`src/rtl/mdu_sequencer_pkg.sv`:
```
// Shared definitions for the multiply/divide sequencer.
// Holds the mult/div operation codes used by the decoder and the hazard
// logic, the sequencer state encoding, the step-mode selector and two small
// operation-decode helpers.
package mdu_sequencer_pkg;

    // Operation codes on the op port
    localparam logic [1:0] MD_MULT  = 2'b00;
    localparam logic [1:0] MD_MULTU = 2'b01;
    localparam logic [1:0] MD_DIV   = 2'b10;
    localparam logic [1:0] MD_DIVU  = 2'b11;

    typedef enum logic [1:0] {
        StIdle = 2'b00,
        StCalc = 2'b01,
        StFix  = 2'b10,
        StDone = 2'b11
    } md_state_e;

    typedef enum logic {
        StepMul = 1'b0,
        StepDiv = 1'b1
    } md_step_mode_e;

    // op[1] selects divide, op[0] selects unsigned.
    function automatic logic op_is_div(input logic [1:0] op);
        return op[1];
    endfunction

    function automatic logic op_is_signed(input logic [1:0] op);
        return ~op[0];
    endfunction

endpackage

```
`src/rtl/mdu_step.sv`:
```
// One radix-2 iteration of the shared multiply/divide datapath.
// Purely combinational.
//
// Ports:
//   mode_i     StepMul: shift-add multiply, StepDiv: restoring divide
//   acc_i      current accumulator (2*WIDTH+1 bits)
//                mul: [2W:W] running upper product, [W-1:0] multiplier bits
//                div: [2W:W] partial remainder,     [W-1:0] dividend/quotient
//   operand_i  multiplicand (mul) or divisor (div), both as magnitudes
//   acc_o      accumulator after this iteration
module mdu_step
    import mdu_sequencer_pkg::*;
#(
    parameter int unsigned WIDTH = 32
) (
    input  md_step_mode_e      mode_i,
    input  logic [2*WIDTH:0]   acc_i,
    input  logic [WIDTH-1:0]   operand_i,
    output logic [2*WIDTH:0]   acc_o
);

    logic [WIDTH:0]   sum;
    logic [WIDTH:0]   shifted;
    logic [WIDTH+1:0] trial;

    always_comb begin
        // Multiply: upper half never exceeds WIDTH bits before the add, so a
        // WIDTH+1 bit sum cannot overflow.
        sum = acc_i[2*WIDTH:WIDTH] + {1'b0, operand_i};

        // Divide: remainder is always below the divisor, so dropping its top
        // bit on the left shift loses nothing.
        shifted = {acc_i[2*WIDTH-1:WIDTH], acc_i[WIDTH-1]};
        trial   = {1'b0, shifted} - {2'b00, operand_i};

        acc_o = acc_i;
        if (mode_i == StepMul) begin
            if (acc_i[0]) begin
                acc_o = {1'b0, sum, acc_i[WIDTH-1:1]};
            end else begin
                acc_o = {1'b0, acc_i[2*WIDTH:1]};
            end
        end else begin
            // trial[WIDTH+1] is the borrow: set means the divisor did not fit.
            if (!trial[WIDTH+1]) begin
                acc_o = {trial[WIDTH:0], acc_i[WIDTH-2:0], 1'b1};
            end else begin
                acc_o = {shifted, acc_i[WIDTH-2:0], 1'b0};
            end
        end
    end

endmodule

```
`src/rtl/mdu_sequencer.sv`:
```
// Iterative multiply/divide sequencer owning the HI/LO register pair.
// Runs MULT/MULTU/DIV/DIVU over WIDTH cycles on the shared mdu_step datapath
// and stalls the pipeline while busy.
//
// Ports:
//   clk, rst        clock, synchronous active-high reset
//   start           EX holds a mult/div instruction (level)
//   op              MD_MULT / MD_MULTU / MD_DIV / MD_DIVU
//   srca, srcb      rs / rt operands
//   cancel          EX flush; aborts a running operation
//   wr_hi, wr_lo    MTHI / MTLO strobes, data on wdata
//   stall           combinational pipeline hold
//   done            one-cycle pulse once HI/LO hold the new result
//   hi, lo          HI/LO registers
module mdu_sequencer
    import mdu_sequencer_pkg::*;
#(
    parameter int unsigned WIDTH = 32
) (
    input  logic             clk,
    input  logic             rst,
    input  logic             start,
    input  logic [1:0]       op,
    input  logic [WIDTH-1:0] srca,
    input  logic [WIDTH-1:0] srcb,
    input  logic             cancel,
    input  logic             wr_hi,
    input  logic             wr_lo,
    input  logic [WIDTH-1:0] wdata,
    output logic             stall,
    output logic             done,
    output logic [WIDTH-1:0] hi,
    output logic [WIDTH-1:0] lo
);

    localparam int unsigned CntW = $clog2(WIDTH);
    localparam int unsigned AccW = 2 * WIDTH + 1;

    md_state_e         state_q, state_d;
    logic              div_q, div_d;          // only divide-vs-multiply is needed after latch
    logic [AccW-1:0]   acc_q, acc_d;
    logic [WIDTH-1:0]  opnd_q, opnd_d;
    logic              neg_res_q, neg_res_d;  // operand signs differ
    logic              neg_rem_q, neg_rem_d;  // dividend negative
    logic              div0_q, div0_d;
    logic [CntW-1:0]   count_q, count_d;
    logic [WIDTH-1:0]  hi_q, hi_d;
    logic [WIDTH-1:0]  lo_q, lo_d;
    logic              done_q, done_d;

    // Operand preparation for the IDLE latch
    logic              a_neg, b_neg;
    logic [WIDTH-1:0]  a_mag, b_mag;

    assign a_neg = op_is_signed(op) & srca[WIDTH-1];
    assign b_neg = op_is_signed(op) & srcb[WIDTH-1];
    assign a_mag = a_neg ? -srca : srca;
    assign b_mag = b_neg ? -srcb : srcb;

    // Shared datapath
    logic [AccW-1:0]   step_acc;

    mdu_step #(
        .WIDTH (WIDTH)
    ) u_step (
        .mode_i    (div_q ? StepDiv : StepMul),
        .acc_i     (acc_q),
        .operand_i (opnd_q),
        .acc_o     (step_acc)
    );

    // Sign fixup of the finished magnitude result
    logic [2*WIDTH-1:0] prod, prod_fix;
    logic [WIDTH-1:0]   quo, quo_fix, rem, rem_fix;

    always_comb begin
        prod     = acc_q[2*WIDTH-1:0];
        prod_fix = neg_res_q ? -prod : prod;
        quo      = acc_q[WIDTH-1:0];
        rem      = acc_q[2*WIDTH-1:WIDTH];
        // Divide by zero: quotient forced to all ones. The remainder path
        // already reproduces srca because the dividend bits shift in unchanged.
        quo_fix  = div0_q ? {WIDTH{1'b1}} : (neg_res_q ? -quo : quo);
        rem_fix  = neg_rem_q ? -rem : rem;
    end

    always_comb begin
        state_d   = state_q;
        div_d     = div_q;
        acc_d     = acc_q;
        opnd_d    = opnd_q;
        neg_res_d = neg_res_q;
        neg_rem_d = neg_rem_q;
        div0_d    = div0_q;
        count_d   = count_q;
        hi_d      = hi_q;
        lo_d      = lo_q;
        done_d    = 1'b0;

        unique case (state_q)
            StIdle: begin
                if (start && !cancel) begin
                    div_d     = op_is_div(op);
                    neg_res_d = a_neg ^ b_neg;
                    neg_rem_d = a_neg;
                    div0_d    = (srcb == '0);
                    count_d   = '0;
                    if (op_is_div(op)) begin
                        acc_d  = {{(WIDTH + 1){1'b0}}, a_mag};
                        opnd_d = b_mag;
                    end else begin
                        acc_d  = {{(WIDTH + 1){1'b0}}, b_mag};
                        opnd_d = a_mag;
                    end
                    state_d = StCalc;
                end
            end
            StCalc: begin
                acc_d   = step_acc;
                count_d = count_q + 1'b1;
                if (count_q == CntW'(WIDTH - 1)) begin
                    count_d = '0;
                    state_d = StFix;
                end
                if (cancel) begin
                    count_d = '0;
                    state_d = StIdle;
                end
            end
            StFix: begin
                if (cancel) begin
                    state_d = StIdle;
                end else begin
                    if (div_q) begin
                        hi_d = rem_fix;
                        lo_d = quo_fix;
                    end else begin
                        hi_d = prod_fix[2*WIDTH-1:WIDTH];
                        lo_d = prod_fix[WIDTH-1:0];
                    end
                    done_d  = 1'b1;
                    state_d = StDone;
                end
            end
            StDone: begin
                state_d = StIdle;
            end
            default: begin
                state_d = StIdle;
            end
        endcase

        // MTHI/MTLO; in DONE this overrides the result just written.
        if (state_q == StIdle || state_q == StDone) begin
            if (wr_hi) hi_d = wdata;
            if (wr_lo) lo_d = wdata;
        end
    end

    always_ff @(posedge clk) begin
        if (rst) begin
            state_q   <= StIdle;
            div_q     <= 1'b0;
            acc_q     <= '0;
            opnd_q    <= '0;
            neg_res_q <= 1'b0;
            neg_rem_q <= 1'b0;
            div0_q    <= 1'b0;
            count_q   <= '0;
            hi_q      <= '0;
            lo_q      <= '0;
            done_q    <= 1'b0;
        end else begin
            state_q   <= state_d;
            div_q     <= div_d;
            acc_q     <= acc_d;
            opnd_q    <= opnd_d;
            neg_res_q <= neg_res_d;
            neg_rem_q <= neg_rem_d;
            div0_q    <= div0_d;
            count_q   <= count_d;
            hi_q      <= hi_d;
            lo_q      <= lo_d;
            done_q    <= done_d;
        end
    end

    assign stall = (state_q == StIdle && start && !cancel) ||
                   (state_q == StCalc) || (state_q == StFix);
    assign done  = done_q;
    assign hi    = hi_q;
    assign lo    = lo_q;

endmodule

```
`config.mk`:
```
export PLATFORM = sky130hd
export DESIGN_NAME = mdu_sequencer
export DESIGN_NICKNAME = d
export VERILOG_FILES = /design/src/rtl/mdu_sequencer_pkg.sv /design/src/rtl/mdu_step.sv /design/src/rtl/mdu_sequencer.sv
export SDC_FILE = /design/constraint.sdc
export NUM_CORES = 1
export LEC_CHECK = 0
export ABC_AREA = 1
export CAP_MARGIN = 5
export CORE_UTILIZATION = 31
export CTS_BUF_LIST = sky130_fd_sc_hd__clkbuf_8
export DETAILED_ROUTE_END_ITERATION = 10
export GPL_ROUTABILITY_DRIVEN = 1
export GPL_TIMING_DRIVEN = 0
export PLACE_DENSITY_LB_ADDON = 0.3
export SYNTH_ARGS = -nofsm -noshare
export SYNTH_HDL_FRONTEND = slang
export SYNTH_SLANG_ARGS = --single-unit
```
`constraint.sdc`:
```
create_clock -name clk -period 2.6 [get_ports clk]
set_input_delay 0.39 -clock clk [delete_from_list [all_inputs] [get_ports clk]]
set_output_delay 0.39 -clock clk [all_outputs]
set_load 0.05 [all_outputs]
```
# ---- Word level (Yosys, flattened, before mapping)
# Index checks and enable logic that the tools add are counted.
dict set report op_classes {
  addsub 8
  n_eq_ne 6
  mux 34
  bitwise 5
  n_reduce_logical 14
}
# cell count
set op_table {}
lappend op_table {{$mux W32} 17}
lappend op_table {{$mux W65} 3}
lappend op_table {{$pmux W65 S2} 1}
lappend op_table {{$mux W64} 2}
lappend op_table {{$neg A32 Y32} 4}
lappend op_table {{$neg A64 Y64} 1}
lappend op_table {{$sub A33 B32 Y34} 1}
lappend op_table {{$add A33 B32 Y33} 1}
lappend op_table {{$logic_not A32 Y1} 1}
lappend op_table {{$mux W5} 3}
lappend op_table {{$pmux W5 S2} 1}
lappend op_table {{$mux W2} 4}
lappend op_table {{$pmux W2 S4} 1}
lappend op_table {{$reduce_and A2 Y1} 3}
lappend op_table {{$add A5 B1 Y5 const B} 1}
lappend op_table {{$eq A5 B5 Y1 const B} 1}
lappend op_table {{$eq A2 B2 Y1 const B} 2}
lappend op_table {{$logic_and A1 B1 Y1} 3}
lappend op_table {{$logic_or A1 B1 Y1} 3}
lappend op_table {{$ne A3 B3 Y1 const B} 1}
lappend op_table {{$and A1 B1 Y1} 2}
lappend op_table {{$eq A2 B1 Y1 const B} 1}
lappend op_table {{$logic_not A2 Y1} 1}
lappend op_table {{$mux W1} 2}
lappend op_table {{6 further kinds} 7}
dict set report word_totals {
  inputBits 104
  wordCells 78
  register_bits 173
  output_inout_bits 66
}

# ---- Logic depth before layout (Yosys ltp)
# Gate-level depths: netlist (run 1).
dict set report depth {
  word_depth 8
  depth_mapped 19
  depth_no_buf 19
}

# ---- Hierarchy
# From an unflattened synthesis (run 1), not the netlist that was laid out.
dict set report hier_totals {
  cells_unflattened 3361
  hier_area_um2 18360.1
}
# mod area_each_um2 n_inst cells_per_inst seq_area_each_um2
set by_module_without_submodules {}
lappend by_module_without_submodules {mdu_sequencer 12050.3 1 2038 3463.3}
lappend by_module_without_submodules {mdu_step 6309.8 1 1323 0.0}

# ---- Worst setup path after synthesis (run 1)
# Ideal clock, no wire load.
dict set report synth_path {
  path_type {flip-flop to output port}
  start {register state_q[1]}
  end {output port stall}
  path_stages_with_launch 8
  arrival_time_ns 1.829
  t_required_ns 2.210
  n_path_buf 3
  slack_ns 0.381
  path_cell_list {dfxtp_1 -> inv_1 -> ha_1 -> clkbuf_2 -> inv_2 -> clkbuf_1 -> clkbuf_1 -> nand3_1}
}
dict set report synth_between {
  elab_chain_cells 5
  elab_cells_between_ends 7
  classes_between {eq/ne: 2; reduce/logical: 5}
}
# item line
set synth_rtl {}
lappend synth_rtl {{from (decl)} mdu_sequencer.sv:39} ;# md_state_e state_q, state_d;
lappend synth_rtl {{from (signal assigned)} mdu_sequencer.sv:162} ;# state_q <= StIdle;
lappend synth_rtl {{from (signal assigned)} mdu_sequencer.sv:174} ;# state_q <= state_d;
lappend synth_rtl {{$logic_not A2 Y1} mdu_sequencer.sv:188} ;# assign stall = (state_q == StIdle && start && !cancel) ||
lappend synth_rtl {{$logic_and A1 B1 Y1 (2 in series)} mdu_sequencer.sv:188}
lappend synth_rtl {{$logic_or A1 B1 Y1} mdu_sequencer.sv:188}
lappend synth_rtl {{$logic_or A1 B1 Y1 *} mdu_sequencer.sv:189} ;# (state_q == StCalc) || (state_q == StFix);
lappend synth_rtl {{to (decl)} mdu_sequencer.sv:30} ;# output logic stall,
# Every way passes the cells marked *; elsewhere a longest branch is shown, timed or not.

# ---- Final worst setup path (run 1)
dict set report layout_path {
  start {register div_q}
  end {register lo_q[10] (netlist: lo[10])}
}
dict set report layout_between {
  elab_chain_cells 5
}
# item line
set layout_rtl {}
lappend layout_rtl {{from (decl)} mdu_sequencer.sv:40} ;# logic div_q, div_d;
lappend layout_rtl {{from (signal assigned)} mdu_sequencer.sv:175} ;# div_q <= div_d;
lappend layout_rtl {{$mux W32 *} mdu_sequencer.sv:134} ;# if (div_q) begin
lappend layout_rtl {{$mux W32 *} mdu_sequencer.sv:131} ;# if (cancel) begin
lappend layout_rtl {{$mux W32 *} mdu_sequencer.sv:100} ;# unique case (state_q)
lappend layout_rtl {{$mux W32} mdu_sequencer.sv:156} ;# if (wr_lo) lo_d = wdata;
lappend layout_rtl {{$mux W32 *} mdu_sequencer.sv:154} ;# if (state_q == StIdle || state_q == StDone) begin
lappend layout_rtl {{to (signal assigned)} mdu_sequencer.sv:183} ;# lo_q <= lo_d;
lappend layout_rtl {{to (decl)} mdu_sequencer.sv:48} ;# logic [WIDTH-1:0] lo_q, lo_d;
# Marks and branches as above.
# A chain may end at the register's enable or synchronous reset.

==> results of run 1 <==
worst reg2reg max path, delay by kind of cell (launching register included):
kind / cells / cell delay [ps]
AO/OA/AOI/OAI: 2 / 810
flip-flops: 1 / 380
buffers and inverters: 2 / 740
AND/OR/NAND/NOR: 2 / 530
cell usage after synthesis (all sizes together), types with 3 or more instances:
| cell type | count |
|---|---|
| nand2 | 997 |
| inv | 499 |
| a21oi | 337 |
| nand3 | 323 |
| nor2 | 272 |
| o21ai | 267 |
| dfxtp | 173 |
| clkbuf | 106 |
| ha | 73 |
| xor2 | 59 |
| nor3 | 45 |
| o211ai | 38 |
| nand4 | 33 |
| buf | 26 |
| a31oi | 22 |
| or2 | 19 |
| nand3b | 14 |
| and2 | 8 |
| o221ai | 8 |
| a22oi | 6 |
| a21o | 5 |
| nor4 | 5 |
| o21bai | 5 |
| xnor2 | 5 |
| and3 | 4 |
| clkinv | 3 |
cells in the final DEF, fill, tap and decap left out, drive strengths merged, types with 73 or more instances in the layout:
cell type and n:
clkdlybuf4s50 167, nand2 997, nand3 323, a21oi 337, o21ai 267, nor2 272, dfxtp 173, clkbuf 120
inv 508, ha 73
sequential cells by signal (all words and copies together) (netlist names):
| register | count |
|---|---|
| div_q | 1 |
| done | 1 |
| acc_q | 65 |
| neg_rem_q | 1 |
| state_q | 2 |
| hi | 32 |
| div0_q | 1 |
| lo | 32 |
| count_q | 5 |
| neg_res_q | 1 |
| opnd_q | 32 |
per-layer routing:
| layer | track usage, % | vias up | part of all wire, % |
|---|---|---|---|
| met5 | 0 | - | 0.029 |
| met4 | 12.2 | 4 | 3.9 |
| met2 | 45.3 | 994 | 43 |
| met3 | 4.83 | 148 | 8.2 |
| met1 | 41.5 | 10747 | 45 |
| li1 | - | 11317 | - |
logic make-up (layout without fill, tap and decap cells):
| family | count (synthesis) | count (layout) | share of synthesized area, % |
|---|---|---|---|
| AO/OA/AOI/OAI | 697 | 697 | 20.6 |
| XOR/XNOR | 64 | 64 | 3.05 |
| adder cells (fa/ha/maj) | 75 | 75 | 5.19 |
| buffers and inverters | 634 | 857 | 13.1 |
| flip-flops | 173 | 173 | 18.9 |
| other | 0 | 1 | 0 |
| AND/OR/NAND/NOR | 1720 | 1720 | 39.1 |
worst max-delay path by stage:
| stage | from | to | slack, ps | depth (start not counted) |
|---|---|---|---|---|
| finish | div_q | lo[10] | 5 | 6 |
| global route | srcb[0] | acc_q[20] | -40 | 14 |
| CTS | state_q[1] | stall | -40 | 7 |
| detailed placement | start | stall | -1020 | 7 |
| global placement | cancel | stall | -1030 | 6 |
| floorplan | state_q[1] | stall | 380 | 7 |
layout make-up:
class	instances	area, sq um
Fill cell	6590	35800
Multi-Input combinational cell	2556	13000
Sequential cell	173	3610
Inverter	502	1900
Timing Repair Buffer	193	1870
Tap cell	765	957
Buffer	130	591
Clock buffer	17	234
Clock inverter	15	181
Antenna cell	1	2.50
what timing repair did:
item / 4_1_cts / 5_1_grt
setup buffers: 6 / 19
pin swaps: 3 / 13
gates resized for setup: 100 / 150
setup endpoints to repair: 116 / 87
power breakdown:
part | internal, mW | total (mW) | switching (mW)
combinational | 2.23 | 7.19 | 4.96
clock | 0.742 | 2.07 | 1.33
sequential | 2.97 | 3.43 | 0.458
metrics by stage:
step / total power [mW] / hold slack [ps] / util [%]
6_report: 12.7 / 444 / 38.4
5_1_grt: 13.4 / 432 / 38.4
4_1_cts: 12.2 / 384 / 37.3
3_5_place_dp: 10.0 / 467 / 36.1
3_3_place_gp: 10.1 / 468 / 36.1
2_1_floorplan: 7.64 / 450 / -
==> results by group, run 1 <==
Timing
  – Max transition margin: a little over 30%
  – Unrepaired setup endpoints after global routing: yes
  – Final Hold Viols: 0
  – Max-slew violations: 0
  – Clk_skew: around 35 ps
  – Final WS setup: ~5.2 ps
  – TNS Setup: 0 ps
  – Fraction of the cycle the final worst path needs: 99.8%
  – Slew @ Worst Pin: 1040 ps
  – Final Setup Violations: 0
  – Min Tclk post-route: about 2600 ps
  – Peak Freq: 0.385 GHz

Clock tree
  – CTS Buf Count: 17
  – Reg clk slew, reported paths: between 100 and 150 ps
  – Max clock buf depth: 2
  – Clock Latency Late Sink: 600 ps
  – CTS Sinks: ~170
  – Clock root cell: clkbuf_8
  – TritonCTS clock tree: built
  – Cts hold-fix bufs: 0
  – # H-tree levels: 4

Die
  – Row count: 88
  – Die Footprint: 0.0602 sq mm
  – IO Pins: 170
  – Core area: 0.0581 sq mm
  – Chip width: between 200 and 250 um
  – Die Y: 245 um
  – Initial core utilization: 31.6%

Global routing
  – Antenna violations before repair: 3
  – Largest net degree at the start of global routing: 21
  – Vias in the first global route: between 20k and 25k
  – First-pass GRT wire length: roughly 130000 um
  – Gr ovfl total: 0
  – Overall global routing resource usage: around 30%

Place
  – Final Wtd Congestion: ~1.0
  – Setup slack at placement: -1020 ps
  – Post-DP Area: approximately 0.021 sq mm
  – Port Buffers: approximately 170
  – Cells after DPL: between 4k and 5k
  – DP Wirelength: about 77000 um

Pwr
  – P_leak: approximately 11 nW
  – Power Density: around 570 mW/mm^2
  – VDD IR max: approximately 0.00034 V

Worst setup path
  – Worst path cell trace: clkbuf_1, nand2_1, clkbuf_1, nand2_1, o21ai_0, a21oi_1
  – Top delay family on crit path: compound AO/OA/AOI/OAI gates
  – Setup slack, reg-to-reg: between 5 and 6 ps
  – Worst r2r dst: lo[10]
  – Data required, critical path: approximately 3000 ps
  – RR Startpoint: div_q
  – Crit. End Element: register
  – Crit-path slowest cell: o21ai_0
  – Buf+Inv Stages, Crit Path: 2
  – Worst path arrival time: approximately 3000 ps
  – Worst Setup Start Kind: register
  – Max FO, Critical Path: 10
  – Worst r2r path cells: 6
  – Crit Path Category: reg2reg
  – Max stage delay on crit path: between 600 and 700 ps

Hold path
  – Hold path endpoint: hi[26]
  – HP Start: wdata[26]
  – Worst Hold Path Cells: 3
  – Worst hold path type: in2reg

Synthesis
  – Cells after synthesis: ~3.4k
  – FF+latch count, synth: roughly 170
  – Post-synth EDFFs: 0
  – Syn avg cell area: around 5.5 sq um
  – Syn_nets: approximately 3.5k
  – YS warnings: 0
  – Mapped cell area: ~0.018 sq mm
  – Synth area leaders: nand2_1 (20%), dfxtp_1 (19%), inv_1 (10%)
  – Share of synthesized registers carrying an async set or reset: 0%
  – Sequential area share after synthesis: 18.9%
  – Unique masters post-synth: 55
  – Top-area cell type share of the netlist area: roughly a fifth
  – Cell taking the most area after synthesis: nand2_1
  – Top FF cell, synth: dfxtp_1

Detailed routing
  – Drt initial violations: around 2.4k
  – WL final: 91700 um
  – Post-route DRC: 0
  – Final antenna-violating net count: 0
  – DR vias: roughly 23k
  – Pre-antenna DRT Iters: 7
  – WL/cell: 21.1 um
  – DR vias/cell: ~5.3

Layout
  – Post-route cell area: roughly 0.022 sq mm
  – Layout cells sized above 1: roughly 7.8%
  – Final Net Count: 3752
  – Area grow syn2layout: 21.7%
  – Cell Count, Final, Fillers Out: 4352

Job
  – Max-cap violations: 0

Run status
  – Run status: completed
No activity file was read; power rests on OpenSTA's default activity.
==> run 2: changes to the inputs <==
Settings changed: MAX_ROUTING_LAYER set to met4.
==> results by group, run 2 (synthesis results as in run 1) <==
Timing
  – Max transition margin: 29.0% (-1.4 points)
  – Clk_skew: 28.2 ps (-6.56 ps)
  – Min Tclk post-route: 2590 ps (-0.946 ps)
  – Slew @ Worst Pin: 1060 ps (+21.7 ps)
  – Unrepaired setup endpoints after global routing: yes
  – Peak Freq: 0.386 GHz (about the same)
  – TNS Setup: 0 ps (unchanged)
  – Max-slew violations: 0 (unchanged)
  – Final WS setup: 6.15 ps (+0.946 ps)
  – Hold WS: 463 ps (+18.6 ps)
  – Final Setup Violations: 0 (unchanged)
  – Fraction of the cycle the final worst path needs: 99.8% (about the same)
  – Final Hold Viols: 0 (unchanged)

Pwr
  – Power Density: 568 mW/mm^2 (about the same)
  – VDD IR max: 0.000344 V (+0.20%)
  – Tot Pwr: 12.7 mW (-0.11%)
  – P_leak: 10.6 nW (about the same)

Detailed routing
  – WL final: 92000 um (+0.35%)
  – WL/cell: 21.2 um (+0.49%)
  – Post-route DRC: 0 (unchanged)
  – DR vias: 23.4k (+0.64%)
  – Pre-antenna DRT Iters: 6 (-1)
  – Final antenna-violating net count: 0 (unchanged)
  – DR vias/cell: 5.37 (+0.78%)
  – Drt initial violations: 2660 (+11%)

Clock tree
  – # H-tree levels: 4 (unchanged)
  – TritonCTS clock tree: built
  – CTS Buf Count: 17 (unchanged)
  – Clock root cell: clkbuf_8
  – Max clock buf depth: 2 (unchanged)
  – Reg clk slew, reported paths: 130 ps (about the same)
  – Clock Latency Late Sink: 590 ps (about the same)
  – CTS Sinks: 173 (unchanged)

Die
  – Core area: 0.0581 sq mm (unchanged)
  – Row count: 88 (unchanged)
  – Die Footprint: 0.0602 sq mm (unchanged)
  – Chip width: 245 um (unchanged)
  – Initial core utilization: 31.6% (unchanged)
  – Die Y: 245 um (unchanged)
  – IO Pins: 170 (unchanged)

Worst setup path
  – Max FO, Critical Path: 10 (unchanged)
  – Max stage delay on crit path: 510 ps (-170 ps)
  – Worst path arrival time: 3080 ps (+40 ps)
  – Worst path cell trace: ha_1, nand2_1, inv_1, a21oi_2, o21bai_4, a21oi_4, nand2_2, buf_4, o211ai_1, nand2_1, a21oi_2
  – Crit-path slowest cell: dfxtp_2
  – Crit. End Element: register
  – Worst Setup Start Kind: register
  – Data required, critical path: 3090 ps (+40 ps)
  – Crit Path Category: reg2reg

Global routing
  – Largest net degree at the start of global routing: 21 (unchanged)
  – Overall global routing resource usage: 30.7% (+0.93 points)
  – Antenna violations before repair: 2 (-1)
  – Vias in the first global route: 21.0k (+0.048%)
  – Gr ovfl total: 0 (unchanged)
  – GRT met2 Usage: 44.6% (-0.69 points)
  – Met3 GRT Util: 4.86% (+0.022 points)
  – Layer with the highest usage: met2
  – First-pass GRT wire length: 134000 um (+0.25%)
  – GR Layer Usage met1: 41.8% (+0.31 points)

Place
  – Final Wtd Congestion: 1.05 (+1.9%)
  – Cells after DPL: 4296 (unchanged)
  – DP Wirelength: 77000 um (+0.38%)
  – Port Buffers: 168 (unchanged)
  – Post-DP Area: 0.0210 sq mm (unchanged)
  – Setup slack at placement: -1010 ps (+8.16 ps)

Layout
  – Post-route cell area: 0.0223 sq mm (about the same)
  – Final core utilization: 38.4% (about the same)
  – Cell Count, Final, Fillers Out: 4346 (-0.14%)
  – Largest register FFs: 65 (unchanged)
  – Final Net Count: 3745 (-0.19%)
  – Biggest register: acc_q
  – Area grow syn2layout: 21.6% (about the same)
  – Commonest non-fill, non-tap cell in the layout: nand2_1
  – Layout cells sized above 1: 7.46% (-0.35 points)
  – Commonest non-fill, non-tap cells in the layout: nand2_1 (982), inv_1 (488), a21oi_1 (324)

Run status
  – Run status: completed

Hold path
  – Worst hold path type: in2reg

Job
  – Max-cap violations: 0 (unchanged)
-- run 2: worst paths after layout --
| path | slack (ps) | start | cells past startpoint | to |
|---|---|---|---|---|
| worst max-delay path | 6 | acc_q[50] | 11 | acc_q[34] |
| worst min-delay path | 460 | wdata[10] | 3 | hi[10] |
| worst max register to register | 6 | acc_q[50] | 11 | acc_q[34] |
| worst min register to register | 480 | count_q[4] | 2 | count_q[4] |
-- run 2: cell type report --
| type | instances | area, sq um |
|---|---|---|
| multi-input cells | 2556 | 13000 |
| clock inverters | 15 | 181 |
| inverters | 502 | 1890 |
| well taps | 765 | 957 |
| flip-flops and latches | 173 | 3650 |
| clock buffers | 17 | 234 |
| plain buffers | 131 | 584 |
| fillers | 6652 | 35800 |
| diodes | 2 | 5.00 |
| repair buffers | 185 | 1840 |
-- run 2: critical path, delay by kind of cell, from the launching register on --
family                     cells  cell delay [ps]
AOI/OAI and AO/OA              5             1040
adders and majority gates      1              340
buffers and inverters          2              250
DFF                            1              510
and+or+nand+nor                3              380
-- run 2: layer usage --
| metal | part of all wire (%) | vias to the layer above |
|---|---|---|
| li1 | - | 11318 |
| met1 | 44 | 10781 |
| met2 | 42 | 1094 |
| met3 | 8.8 | 165 |
| met4 | 4.4 | 0 |
| met5 | 0 | - |
-- run 2: power by group --
group | internal (mW) | switching (mW)
sequential | 2.97 | 0.462
clock | 0.745 | 1.31
combinational | 2.20 | 4.99
-- run 2: repair_timing --
| action | 4_1_cts | 5_1_grt |
|---|---|---|
| setup endpoints to repair | 113 | 71 |
| buffers inserted | 6 | 11 |
| gates resized for setup | 112 | 140 |
| hold buffers | 0 | 0 |
| pin swaps | 2 | 7 |
